==> config.mk <==
export PLATFORM = sky130hd
export DESIGN_NAME = iso7816_3_card_atr
export DESIGN_NICKNAME = d
export VERILOG_FILES = /design/src/rtl/iso7816_3_card_atr_pkg.sv /design/src/rtl/iso7816_char_tx.sv /design/src/rtl/iso7816_3_card_atr.sv
export SDC_FILE = /design/constraint.sdc
export NUM_CORES = 1
export LEC_CHECK = 0
export CAP_MARGIN = 20
export CORE_MARGIN = 2
export CORE_UTILIZATION = 25
export DETAILED_ROUTE_END_ITERATION = 8
export DONT_BUFFER_PORTS = 1
export GPL_TIMING_DRIVEN = 0
export PLACE_DENSITY = 0.37
export SLEW_MARGIN = 5
export SYNTH_ARGS = -nofsm -noshare
export SYNTH_HDL_FRONTEND = slang
export SYNTH_SLANG_ARGS = --single-unit
export TNS_END_PERCENT = 5
==> constraint.sdc <==
create_clock -name comClk -period 6.5 [get_ports comClk]
set_input_delay 0.325 -clock comClk [delete_from_list [all_inputs] [get_ports comClk]]
set_output_delay 0.325 -clock comClk [all_outputs]
set_load 0.1 [all_outputs]
==> src/rtl/iso7816_3_card_atr_pkg.sv <==
// Shared types and constants for the ISO7816-3 card-side ATR responder.
package iso7816_pkg;

    typedef enum logic [2:0] {
        OFF,
        WAIT_RST,
        DELAY,
        TX,
        GAP,
        DONE,
        FAIL
    } atrState_t;

    localparam int CHAR_BITS_ETU  = 10;
    localparam int ERR_SAMPLE_ETU = 11;
    localparam int RETRY_ETU      = 14;
    localparam int MIN_ETU        = 4;

    function automatic logic [12:0] clampEtu(input logic [12:0] cpe);
        return (cpe < 13'(MIN_ETU)) ? 13'(MIN_ETU) : cpe;
    endfunction

    // Line levels of data + parity in transmit order (bit 0 goes out first).
    function automatic logic [8:0] encodeFrame(input logic [7:0] data, input logic inverse);
        logic [7:0] rev;
        for (int i = 0; i < 8; i++) rev[i] = data[7-i];
        return inverse ? ~{^data, rev} : {^data, data};
    endfunction

endpackage

==> src/rtl/iso7816_char_tx.sv <==
// Single T=0 character serializer: start + 8 data + parity, guard time, error sample.
// Error sampling is compiled in only when ISO7816_ERROR_SIGNAL_EN is defined.
module iso7816_char_tx
    import iso7816_pkg::*;
#(
    parameter int GUARD_ETU = 2
) (
    input  logic        comClk,
    input  logic        nReset,
    input  logic        start,
    input  logic        abort,
    input  logic [12:0] etu,
    input  logic        inverse,
    input  logic [7:0]  data,
    input  logic        sioIn,
    output logic        sioOut,
    output logic        sioOe,
    output logic        busy,
    output logic        err,
    output logic        txEnd,
    output logic        charEnd
);

    logic [12:0] etuCnt;
    logic [3:0]  bitCnt;
    logic [8:0]  frame;
    logic        errFlag;
    logic        etuWrap;
    logic [3:0]  lastBit;

    // bitCnt counts whole etu since the start edge; the character ends when it would reach lastBit+1.
    assign etuWrap = busy && (etuCnt == etu - 13'd1);
    assign lastBit = errFlag ? 4'(RETRY_ETU - 1) : 4'(CHAR_BITS_ETU + GUARD_ETU - 1);
    assign txEnd   = etuWrap && (bitCnt == 4'(CHAR_BITS_ETU - 1));
    assign charEnd = etuWrap && (bitCnt == lastBit);
    assign err     = errFlag;

    always_ff @(posedge comClk or negedge nReset) begin
        if (!nReset) begin
            sioOut  <= 1'b1;
            sioOe   <= 1'b0;
            busy    <= 1'b0;
            etuCnt  <= '0;
            bitCnt  <= '0;
            frame   <= '0;
            errFlag <= 1'b0;
        end else if (abort) begin
            sioOut  <= 1'b1;
            sioOe   <= 1'b0;
            busy    <= 1'b0;
            etuCnt  <= '0;
            bitCnt  <= '0;
            errFlag <= 1'b0;
        end else if (start) begin
            sioOut  <= 1'b0;
            sioOe   <= 1'b1;
            busy    <= 1'b1;
            etuCnt  <= '0;
            bitCnt  <= '0;
            frame   <= encodeFrame(data, inverse);
            errFlag <= 1'b0;
        end else if (busy) begin
            if (etuWrap) begin
                etuCnt <= '0;
                bitCnt <= bitCnt + 4'd1;
                if (bitCnt < 4'(CHAR_BITS_ETU - 1)) begin
                    sioOut <= frame[0];
                    frame  <= {1'b0, frame[8:1]};
                end else if (txEnd) begin
                    sioOe  <= 1'b0;
                    sioOut <= 1'b1;
                end
                if (charEnd) busy <= 1'b0;
            end else begin
                etuCnt <= etuCnt + 13'd1;
            end
`ifdef ISO7816_ERROR_SIGNAL_EN
            if (bitCnt == 4'(ERR_SAMPLE_ETU) && etuCnt == (etu >> 1)) errFlag <= !sioIn;
`endif
        end
    end

`ifndef ISO7816_ERROR_SIGNAL_EN
    logic unusedSioIn;
    assign unusedSioIn = sioIn;
`endif

endmodule

==> src/rtl/iso7816_3_card_atr.sv <==
// Card-side ATR responder: activation FSM, ATR delay, byte sequencing and retry control.
// Define ISO7816_ERROR_SIGNAL_EN to enable error-signal retransmission and atrFailed.
module iso7816_3_card_atr
    import iso7816_pkg::*;
#(
    parameter int ATR_DELAY = 1000,
    parameter int GUARD_ETU = 2,
    parameter int MAX_RETRY = 4
) (
    input  logic        comClk,
    input  logic        nReset,
    input  logic        isoVdd,
    input  logic        isoReset,
    input  logic [12:0] cyclePerEtu,
    input  logic        useIndirectConvention,
    input  logic [4:0]  atrLen,
    output logic [4:0]  atrByteIdx,
    input  logic [7:0]  atrByte,
    input  logic        sioIn,
    output logic        sioOut,
    output logic        sioOe,
    output logic        atrBusy,
    output logic        atrDone,
    output logic        atrFailed
);

    atrState_t   state, nextState;
    logic [15:0] delayCnt;
    logic [12:0] etuReg;
    logic        inverseReg;
    logic [4:0]  lenReg;
    logic [4:0]  byteIdx;
    logic [7:0]  retryCnt;
    logic        abort, capture, delayEnd, advance, lastByte, retryHit, startChar;
    logic        charBusy, charErr, txEnd, charEnd;

    assign abort    = !isoVdd || !isoReset;
    assign capture  = (state == WAIT_RST) && isoVdd && isoReset;
    assign delayEnd = (state == DELAY) && (delayCnt == 16'(ATR_DELAY - 1));
    assign advance  = !abort && (state == GAP) && charEnd && !charErr;
    assign lastByte = advance && (byteIdx + 5'd1 == lenReg);
    assign retryHit = !abort && (state == GAP) && charEnd && charErr
                      && (retryCnt + 8'd1 == 8'(MAX_RETRY));
    assign startChar = !abort && ((delayEnd && lenReg != 5'd0)
                       || ((state == GAP) && charEnd && !lastByte && !retryHit));

    // The next index is presented during the end-of-guard cycle so the byte is ready at its start edge.
    assign atrByteIdx = byteIdx + {4'd0, advance};

    always_comb begin
        nextState = state;
        case (state)
            OFF:      if (isoVdd) nextState = WAIT_RST;
            WAIT_RST: if (isoReset) nextState = DELAY;
            DELAY:    if (delayEnd) nextState = (lenReg == 5'd0) ? DONE : TX;
            TX:       if (txEnd) nextState = GAP;
            GAP: begin
                if (charEnd) begin
                    if (retryHit)      nextState = FAIL;
                    else if (lastByte) nextState = DONE;
                    else               nextState = TX;
                end
            end
            DONE:     nextState = DONE;
            FAIL:     nextState = FAIL;
            default:  nextState = OFF;
        endcase
        if (!isoVdd)        nextState = OFF;
        else if (!isoReset) nextState = WAIT_RST;
    end

    always_ff @(posedge comClk or negedge nReset) begin
        if (!nReset) begin
            state      <= OFF;
            delayCnt   <= '0;
            etuReg     <= 13'(MIN_ETU);
            inverseReg <= 1'b0;
            lenReg     <= '0;
            byteIdx    <= '0;
            retryCnt   <= '0;
        end else begin
            state <= nextState;
            if (abort) begin
                delayCnt <= '0;
                byteIdx  <= '0;
                retryCnt <= '0;
            end else if (capture) begin
                etuReg     <= clampEtu(cyclePerEtu);
                inverseReg <= useIndirectConvention;
                lenReg     <= atrLen;
                delayCnt   <= '0;
                byteIdx    <= '0;
                retryCnt   <= '0;
            end else begin
                if (state == DELAY) delayCnt <= delayCnt + 16'd1;
                if (advance) begin
                    byteIdx  <= byteIdx + 5'd1;
                    retryCnt <= '0;
                end else if ((state == GAP) && charEnd && charErr) begin
                    retryCnt <= retryCnt + 8'd1;
                end
            end
        end
    end

    iso7816_char_tx #(
        .GUARD_ETU (GUARD_ETU)
    ) charTx (
        .comClk  (comClk),
        .nReset  (nReset),
        .start   (startChar),
        .abort   (abort),
        .etu     (etuReg),
        .inverse (inverseReg),
        .data    (atrByte),
        .sioIn   (sioIn),
        .sioOut  (sioOut),
        .sioOe   (sioOe),
        .busy    (charBusy),
        .err     (charErr),
        .txEnd   (txEnd),
        .charEnd (charEnd)
    );

    assign atrBusy = (state == DELAY) || charBusy;
    assign atrDone = (state == DONE);
`ifdef ISO7816_ERROR_SIGNAL_EN
    assign atrFailed = (state == FAIL);
`else
    assign atrFailed = 1'b0;
`endif

endmodule

# Word level (Yosys, flattened, before mapping)
# Cells that the tools add are included.
# classes
muxes	53
reduce_logical	48
bitwise	2
n_lt_le_gt_ge	2
n_addsub	7
n_eq_ne	16
# ops
op	n
$mux 13	5
$mux 16	3
$mux 9	5
$mux 8	4
$mux 3	9
$pmux 3 s7	1
$mux 1	19
$logic_and 1x1->1	18
$add 16x1->16 const B	1
$eq 16x10->1 const B	1
$mux 4	4
$mux 5	3
$reduce_bool 3->1	5
$add 13x1->13 const B	1
$eq 13x13->1	1
$lt 13x3->1 const B	1
$sub 13x1->13 const B	1
$eq 3x3->1 const B	3
$not 9->9	1
$add 8x1->8 const B	1
$eq 8x3->1 const B	1
$ne 4x4->1 const B	2
$reduce_and 4->1	2
$reduce_bool 2->1	4
other kinds (21)	32
# totals
word_cells	142
output_inout_bits	10
ff_bits	81

# Logic depth before layout (Yosys ltp)
# Gate-level depths: netlist of the first run.
# logic_depth
word_depth	14
ltp_mapped	15
depth_no_buf	13

# By module
# Synthesis of the first run repeated with hierarchy kept, for this count alone.
# unflattened
hier_cells	566
hier_area_um2	5114.9
# modules_own_cells
mod	seq_area_each_um2	area_each_um2	cells_each	instances
iso7816_3_card_atr	1277.5	2889.0	298	1
iso7816_char_tx	726.9	2225.9	268	1

# Worst setup path before layout of the first run
# Ideal clock, no wire load.
# synth_timing
path_type	register -> output
from	register etuReg[0]
to	output port atrByteIdx[4]
path_buffers	2
stages_incl_launch_ff	16
slack_ps	1840
arrival_time_ps	4335
cell_sequence	dfrtp_1 -> inv_1 -> ha_1 -> or3b_1 -> buf_6 -> nor4_1 -> a31oi_1 -> or4_4 -> nand3_2 -> nand3_2 -> buf_6 -> nor2_1 -> ha_1 -> ha_1 -> nand3_1 -> xnor2_1
# synth_between
elab_chain_cells	7
# synth_rtl
item	line_no	source
start, declared	iso7816_3_card_atr.sv:29	logic [12:0] etuReg;
start signal, assigned	iso7816_3_card_atr.sv:76	etuReg <= 13'(MIN_ETU);
start signal, assigned	iso7816_3_card_atr.sv:88	etuReg <= clampEtu(cyclePerEtu);
$sub 13x1->13	iso7816_char_tx.sv:32	assign etuWrap = busy && (etuCnt == etu - 13'd1);
$eq 13x13->1	iso7816_char_tx.sv:32	
$logic_and 1x1->1	iso7816_char_tx.sv:32	
$logic_and 1x1->1	iso7816_char_tx.sv:35	assign charEnd = etuWrap && (bitCnt == lastBit);
$logic_and 1x1->1 (2 in a row)	iso7816_3_card_atr.sv:40	assign advance = !abort && (state == GAP) && charEnd && !charErr;
$add 5x1->5	iso7816_3_card_atr.sv:48	assign atrByteIdx = byteIdx + {4'd0, advance};
end, declared	iso7816_3_card_atr.sv:17	output logic [4:0] atrByteIdx,
# No other way between the ends.

# Worst setup path in the final report of the first run
# layout_timing
from	register etuReg[0]
to	output port atrByteIdx[2]
# Same word-level chain as after synthesis.

==> results of run 1 <==
==> stage by stage <==
stage	hold WS [ns]	worst slack (ns)	instance area [um2]
after floorplan	0.02941	1.840	4564
after global placement	0.03595	1.435	4851
after detailed placement	0.03638	2.215	4937
after CTS	0.09794	1.818	5321
after global routing	0.1046	1.700	5321
final	0.1141	1.894	5321
==> state kept, by name, summed over array words and instances, names as in the netlist <==
signal and flops:
state 3, charTx.sioOut 1, inverseReg 1, charTx.sioOe 1, charTx.frame 9, charTx.bitCnt 4, delayCnt 16, etuReg 13
charTx.etuCnt 13, lenReg 5, charTx.busy 1, byteIdx 5
==> what timing repair did <==
item,4_1_cts,5_1_grt
hold buffers,2,0
hold endpoints to repair,72,0
resized for setup,0,0
==> critical path, stage by stage (launching register included) <==
cell	delay (ns)
dfrtp_1	0.46
inv_1	0.09
ha_1	0.25
or3b_1	0.38
buf_6	0.15
o31a_1	0.23
nor3_1	0.13
nand4_1	0.15
a21oi_2	0.36
nand3_2	0.16
buf_6	0.17
nor2_1	0.08
ha_1	0.17
ha_1	0.22
xor2_2	0.92
==> layout by cell type (no fill, tap or decap), drive strengths merged, types with 4 or more instances in the layout <==
cell type / n
a211o: 6
a211oi: 6
a21boi: 5
a21oi: 22
a31oi: 7
and2: 7
and3: 9
buf: 12
clkbuf: 28
dfrtp: 70
ha: 9
inv: 16
mux2: 17
mux2i: 5
nand2: 40
nand2b: 7
nand3: 20
nand3b: 4
nand4: 11
nor2: 45
nor2b: 9
nor3: 11
nor4: 6
o2111ai: 4
o21ai: 21
or3: 13
or4: 4
xnor2: 32
xor2: 23
==> cell families (layout without fill, tap and decap cells) <==
family	Yosys count	after routing	share of synthesized area
AO/OA/AOI/OAI	97	97	0.1453
XOR/XNOR	55	55	0.1055
adder cells (fa/ha/maj)	9	9	0.02467
buffers and inverters	40	62	0.03947
flip-flops	72	72	0.3953
multiplexers	22	22	0.05291
other	1	1	0.0008216
AND/OR/NAND/NOR	200	200	0.2360
==> layout make-up <==
type                            instances  area [um2]  area share
Inverter                               16       60.06     0.01129
Tap cell                              229       286.5     0.05384
Buffer                                 24       120.1     0.02257
Sequential cell                        72        1804      0.3391
Clock inverter                          5       103.9     0.01952
Clock buffer                           11       242.7     0.04561
Timing Repair Buffer                    6       98.84     0.01858
Multi-Input combinational cell        384        2605      0.4895
==> per-layer routing <==
metal,vias up,GRT usage
met5,-,0
met4,0,0.05316
met3,17,0.03108
met2,54,0.2017
met1,1742,0.1806
li1,1814,-
==> power by group through the flow <==
stage                     logic, uW  registers [uW]  clock network [uW]
after floorplan                 190             519                   0
after global placement          226             532                   0
after detailed placement        230             533                   0
after CTS                       244             524                 609
after global routing            270             531                 624
final                           239             524                 589
==> path summary, 6_finish.rpt <==
check,start,end,slack (ns),depth (start not counted)
max in group asynchronous,nReset,charTx.sioOut,5.60,2
max,etuReg[0],atrByteIdx[2],1.89,14
max reg2reg,etuReg[0],charTx.frame[8],3.27,11
min in group asynchronous,nReset,etuReg[10],0.56,2
min,cyclePerEtu[1],etuReg[1],0.11,1
min reg2reg,lenReg[2],lenReg[2],0.56,1
==> results_dict.tcl, run 1 <==
set metrics [dict create \
    status "completed" \
    antenna_cells 0 \
    yosys.area.top_type "dfrtp_1" \
    io_pins 42 \
    dieArea_um2 19350 \
    wl_met1_um 6014 \
    synth_top_area_frac 0.3838 \
    layout-drive-gt1-share 0.1216 \
    num_rows 49 \
    startpoint_type "flip-flop" \
    relSlewSlack 0.2159 \
    clk_pin_slew_ns 0.06 \
    synthTopCellsByCount "dfrtp_1, nor2_1, nand2_1" \
    post_cts_buffers 0 \
    synth.yosys.seq_area_share 0.3953 \
    utilization 0.2962 \
    slew_violations 0 \
    synth_cell_types 70 \
    finalCritPeriodShare 0.7086 \
    switching_power_uw 373.6 \
    swShare 0.2762 \
    n_fill_cell 1882 \
    drt_iter0_drc 165 \
    dp_hpwl_um 8737 \
    clkLatencyLatePin_ns 0.34 \
    cts_buffers 9 \
    nets 554 \
    dr_wl_met2_um 5379 \
    synthFlopType "dfrtp_1" \
    hold_violations 0 \
    start_util 0.2541 \
    worstPathMaxFanout 10 \
    netlist_top_cells_area "dfrtp_1, xnor2_1, xor2_1" \
    antenna_found_initial 0 \
    vias 3627 \
    die_y_um 139.1 \
    drc 0 \
    p_int_uw 978.9 \
    cts.path.max_buffers 2 \
    wl_met3_um 461 \
    dieWidth_um 139.1 \
    drt_wl_total_um 12120 \
    grt_overflow 0 \
    route.top_layer_used "met4" \
    fmax_mhz 217.1 \
    crit_arrival_ns 4.28 \
    core_area_um2 17960 \
    stdcell_count 747 \
    clkPwrFrac 0.436 \
    detail_route.wl_per_cell_um 16.22 \
    first_global_vias 3682 \
    syn-num-nets 537 \
    cts_tree "built" \
    synth.cell_area_um2 4564 \
    critPathKind "reg2out" \
    dr.pass1.iters 4 \
    tightest_slew_ns 1.175 \
    syn_avg_cell_area_um2 9.202 \
    worst_ep_required_time_ns 6.17 \
    ys_async_sr_fraction 1.000 \
    cap_viol_max_count 0 \
    vdd_ir_drop_max_uv 137.1 \
    syn2layout_area_growth_pct 16.58 \
    ant_nets 0 \
    clockRootBuffer "clkbuf_16" \
    min_period_ns 4.606 \
    power_uw 1353 \
    comb_power_share 0.177 \
    yosysWarnings 0 \
    cellPowerDensity_nw_per_um2 254.2 \
    synth_edf_count 0 \
    viasPerCell 4.855 \
    synthCells 496 \
    htree_levels 3 \
    gp_congestion 0.7633 \
    grt_setup_unrepaired "no" \
    grtUsageTotal 0.1322 \
    dp_cells 729 \
    finalClockSkew_ns 0.006837 \
    p_seq_frac 0.387 \
    cp-end-kind "primary output" \
    setup_viol 0 \
    grt_pass1_wl_um 20240 \
    ys_ff_latch 72 \
    leakage_uw 0.002101 \
    min_path_type "in2reg" \
    synth.most_common_cell "dfrtp_1" \
    portBuffers 0 \
    fin_tns_setup_ns 0 \
    grt_max_degree 73 \
    clock_sinks 72 \
]
No activity file was read; power rests on OpenSTA's default activity.
==> run 2, diff against run 1 <==
==> constraint.sdc (replaced) <==
create_clock -name comClk -period 4.4 [get_ports comClk]
set_input_delay 0.22 -clock comClk [delete_from_list [all_inputs] [get_ports comClk]]
set_output_delay 0.22 -clock comClk [all_outputs]
set_load 0.1 [all_outputs]
==> run 2 against run 1 <==
Against the previous run: clock power up 28%; non-clock buffer count up 10; clock-buffer cell count down 1; first-iteration DRC count up 19%; sequential power up 48%; routed wire length up 1.5%; clock skew up 0.0083 ns; sequential cell count unchanged; total power up 40%; critical path depth unchanged; utilization up 0.47 points.
==> results_dict.tcl, run 2 (synthesis results as in run 1) <==
set metrics [dict create \
    status "completed" \
    r2r_setup_slack_ns 1.26 \
    stdcell_count 757 \
    dp_cells 729 \
    syn2layout_area_growth_pct 18.42 \
    fmax_mhz 238.6 \
    cp-end-kind "primary output" \
    drt_iter0_drc 197 \
    vias 3704 \
    min_period_ns 4.192 \
    cts_tree "built" \
    grtUsageTotal 0.1335 \
    dp_hpwl_um 8819 \
    dieArea_um2 19350 \
    dr.pass1.iters 4 \
    io_pins 42 \
    worst_ep_required_time_ns 4.18 \
    dieWidth_um 139.1 \
    leakage_uw 0.002106 \
    final_common_cell "dfrtp_1" \
    largest_register "delayCnt" \
    cp-startpoint "etuReg[0]" \
    cap_viol_max_count 0 \
    cp_top_family "simple AND/OR/NAND/NOR gates" \
    gp_congestion 0.7561 \
    r2r-start "etuReg[0]" \
    ant_nets 0 \
    reg2reg_depth 13 \
    cellPowerDensity_nw_per_um2 351.0 \
    clock_sinks 72 \
    layout_common_cells "dfrtp_1, nor2_1, nand2_1, xnor2_1, xor2_1" \
    crit_path_top_delay_cell "xor2_4" \
    largest_register_ffs 16 \
    viasPerCell 4.893 \
    critPathKind "reg2out" \
    start_util 0.2541 \
    portBuffers 0 \
    cp_num_buf_inv 3 \
    clkLatencyLatePin_ns 0.35 \
    fin_tns_setup_ns 0 \
    antenna_found_initial 0 \
    antenna_cells 0 \
    finalCritPeriodShare 0.9527 \
    grt_pass1_wl_um 20490 \
    tightest_slew_ns 1.110 \
    setup_viol 0 \
    first_global_vias 3784 \
    grt_overflow 0 \
    drc 0 \
    crit_arrival_ns 3.97 \
    worst-path-stages 14 \
    grt_max_degree 73 \
    worstPathMaxFanout 10 \
    setup_slack_ns 0.2083 \
    relSlewSlack 0.2631 \
    core_area_um2 17960 \
    detail_route.wl_per_cell_um 16.24 \
    r2r-end "charTx.etuCnt[10]" \
    die_y_um 139.1 \
    nets 564 \
    grt_setup_unrepaired "no" \
    finalClockSkew_ns 0.01516 \
    clk_pin_slew_ns 0.07 \
    slew_violations 0 \
    layout-drive-gt1-share 0.1269 \
    cts_buffers 9 \
    cts.path.max_buffers 2 \
    utilization 0.3009 \
    startpoint_type "flip-flop" \
    clockRootBuffer "clkbuf_16" \
    vdd_ir_drop_max_uv 194.1 \
    htree_levels 3 \
    drt_wl_total_um 12300 \
    hold_violations 0 \
    cp-endpoint "atrByteIdx[2]" \
    worstPathCellList "inv_1, ha_2, or3b_1, buf_6, nor4_2, a31oi_1, or4_4, nand3_2, nand3_2, buf_6, nor2_1, ha_1, ha_2, xor2_4" \
    reg.largest.list "delayCnt x16, charTx.etuCnt x13, etuReg x13" \
    num_rows 49 \
    dp_slack_ns 0.1738 \
    min_path_type "in2reg" \
    cp_slowest_stage_delay_ns 0.59 \
]
run 2: worst min-delay path by stage:
stage / slack [ns] / endpoint / cells after the start / startpoint
after floorplan: -0.08 / byteIdx[0] / 0 / nReset
after global placement: -0.07 / charTx.etuCnt[6] / 0 / nReset
final: 0.003 / etuReg[2] / 2 / cyclePerEtu[2]
after detailed placement: -0.07 / delayCnt[3] / 0 / nReset
after global routing: 0.003 / etuReg[2] / 2 / cyclePerEtu[2]
after CTS: 0.0008 / etuReg[6] / 1 / cyclePerEtu[6]
run 2: cell type report:
cell class	instances	area [um2]
fill	1904	12560
multi-input combinational	384	2635
sequential	72	1805
tap	229	286.5
clock buffer	10	229.0
timing repair buffer	16	198.9
buffer	24	120.1
clock inverter	6	70.07
inverter	16	60.06
run 2: what timing repair did:
item	4_1_cts	5_1_grt
pin swaps	0	1
gates resized for setup	1	5
setup buffers	0	0
setup endpoints to repair	1	3
hold buffers	12	0
hold endpoints to repair	82	0
run 2: per-layer routing:
| layer | wire length, um | global-route usage | up-vias |
|---|---|---|---|
| li1 | - | - | 1841 |
| met3 | 476 | 0.03004 | 13 |
| met5 | 0 | 0 | - |
| met2 | 5606 | 0.2077 | 53 |
| met1 | 6038 | 0.1827 | 1797 |
| met4 | 174 | 0.04732 | 0 |
run 2: stage by stage:
stage	cell area, um2	power, uW	hold WS [ns]
CTS	5385	1934	0.0008223
global route	5405	2015	0.002529
global placement	4858	1122	-0.07170
floorplan	4572	1047	-0.07559
detailed placement	4937	1129	-0.06719
finish	5405	1897	0.002506
run 2: report_power, final:
| part | switching (uW) | internal [uW] |
|---|---|---|
| Sequential | 59.3 | 716 |
| Clock | 314 | 441 |
| Combinational | 199 | 168 |
| Total | 572 | 1330 |
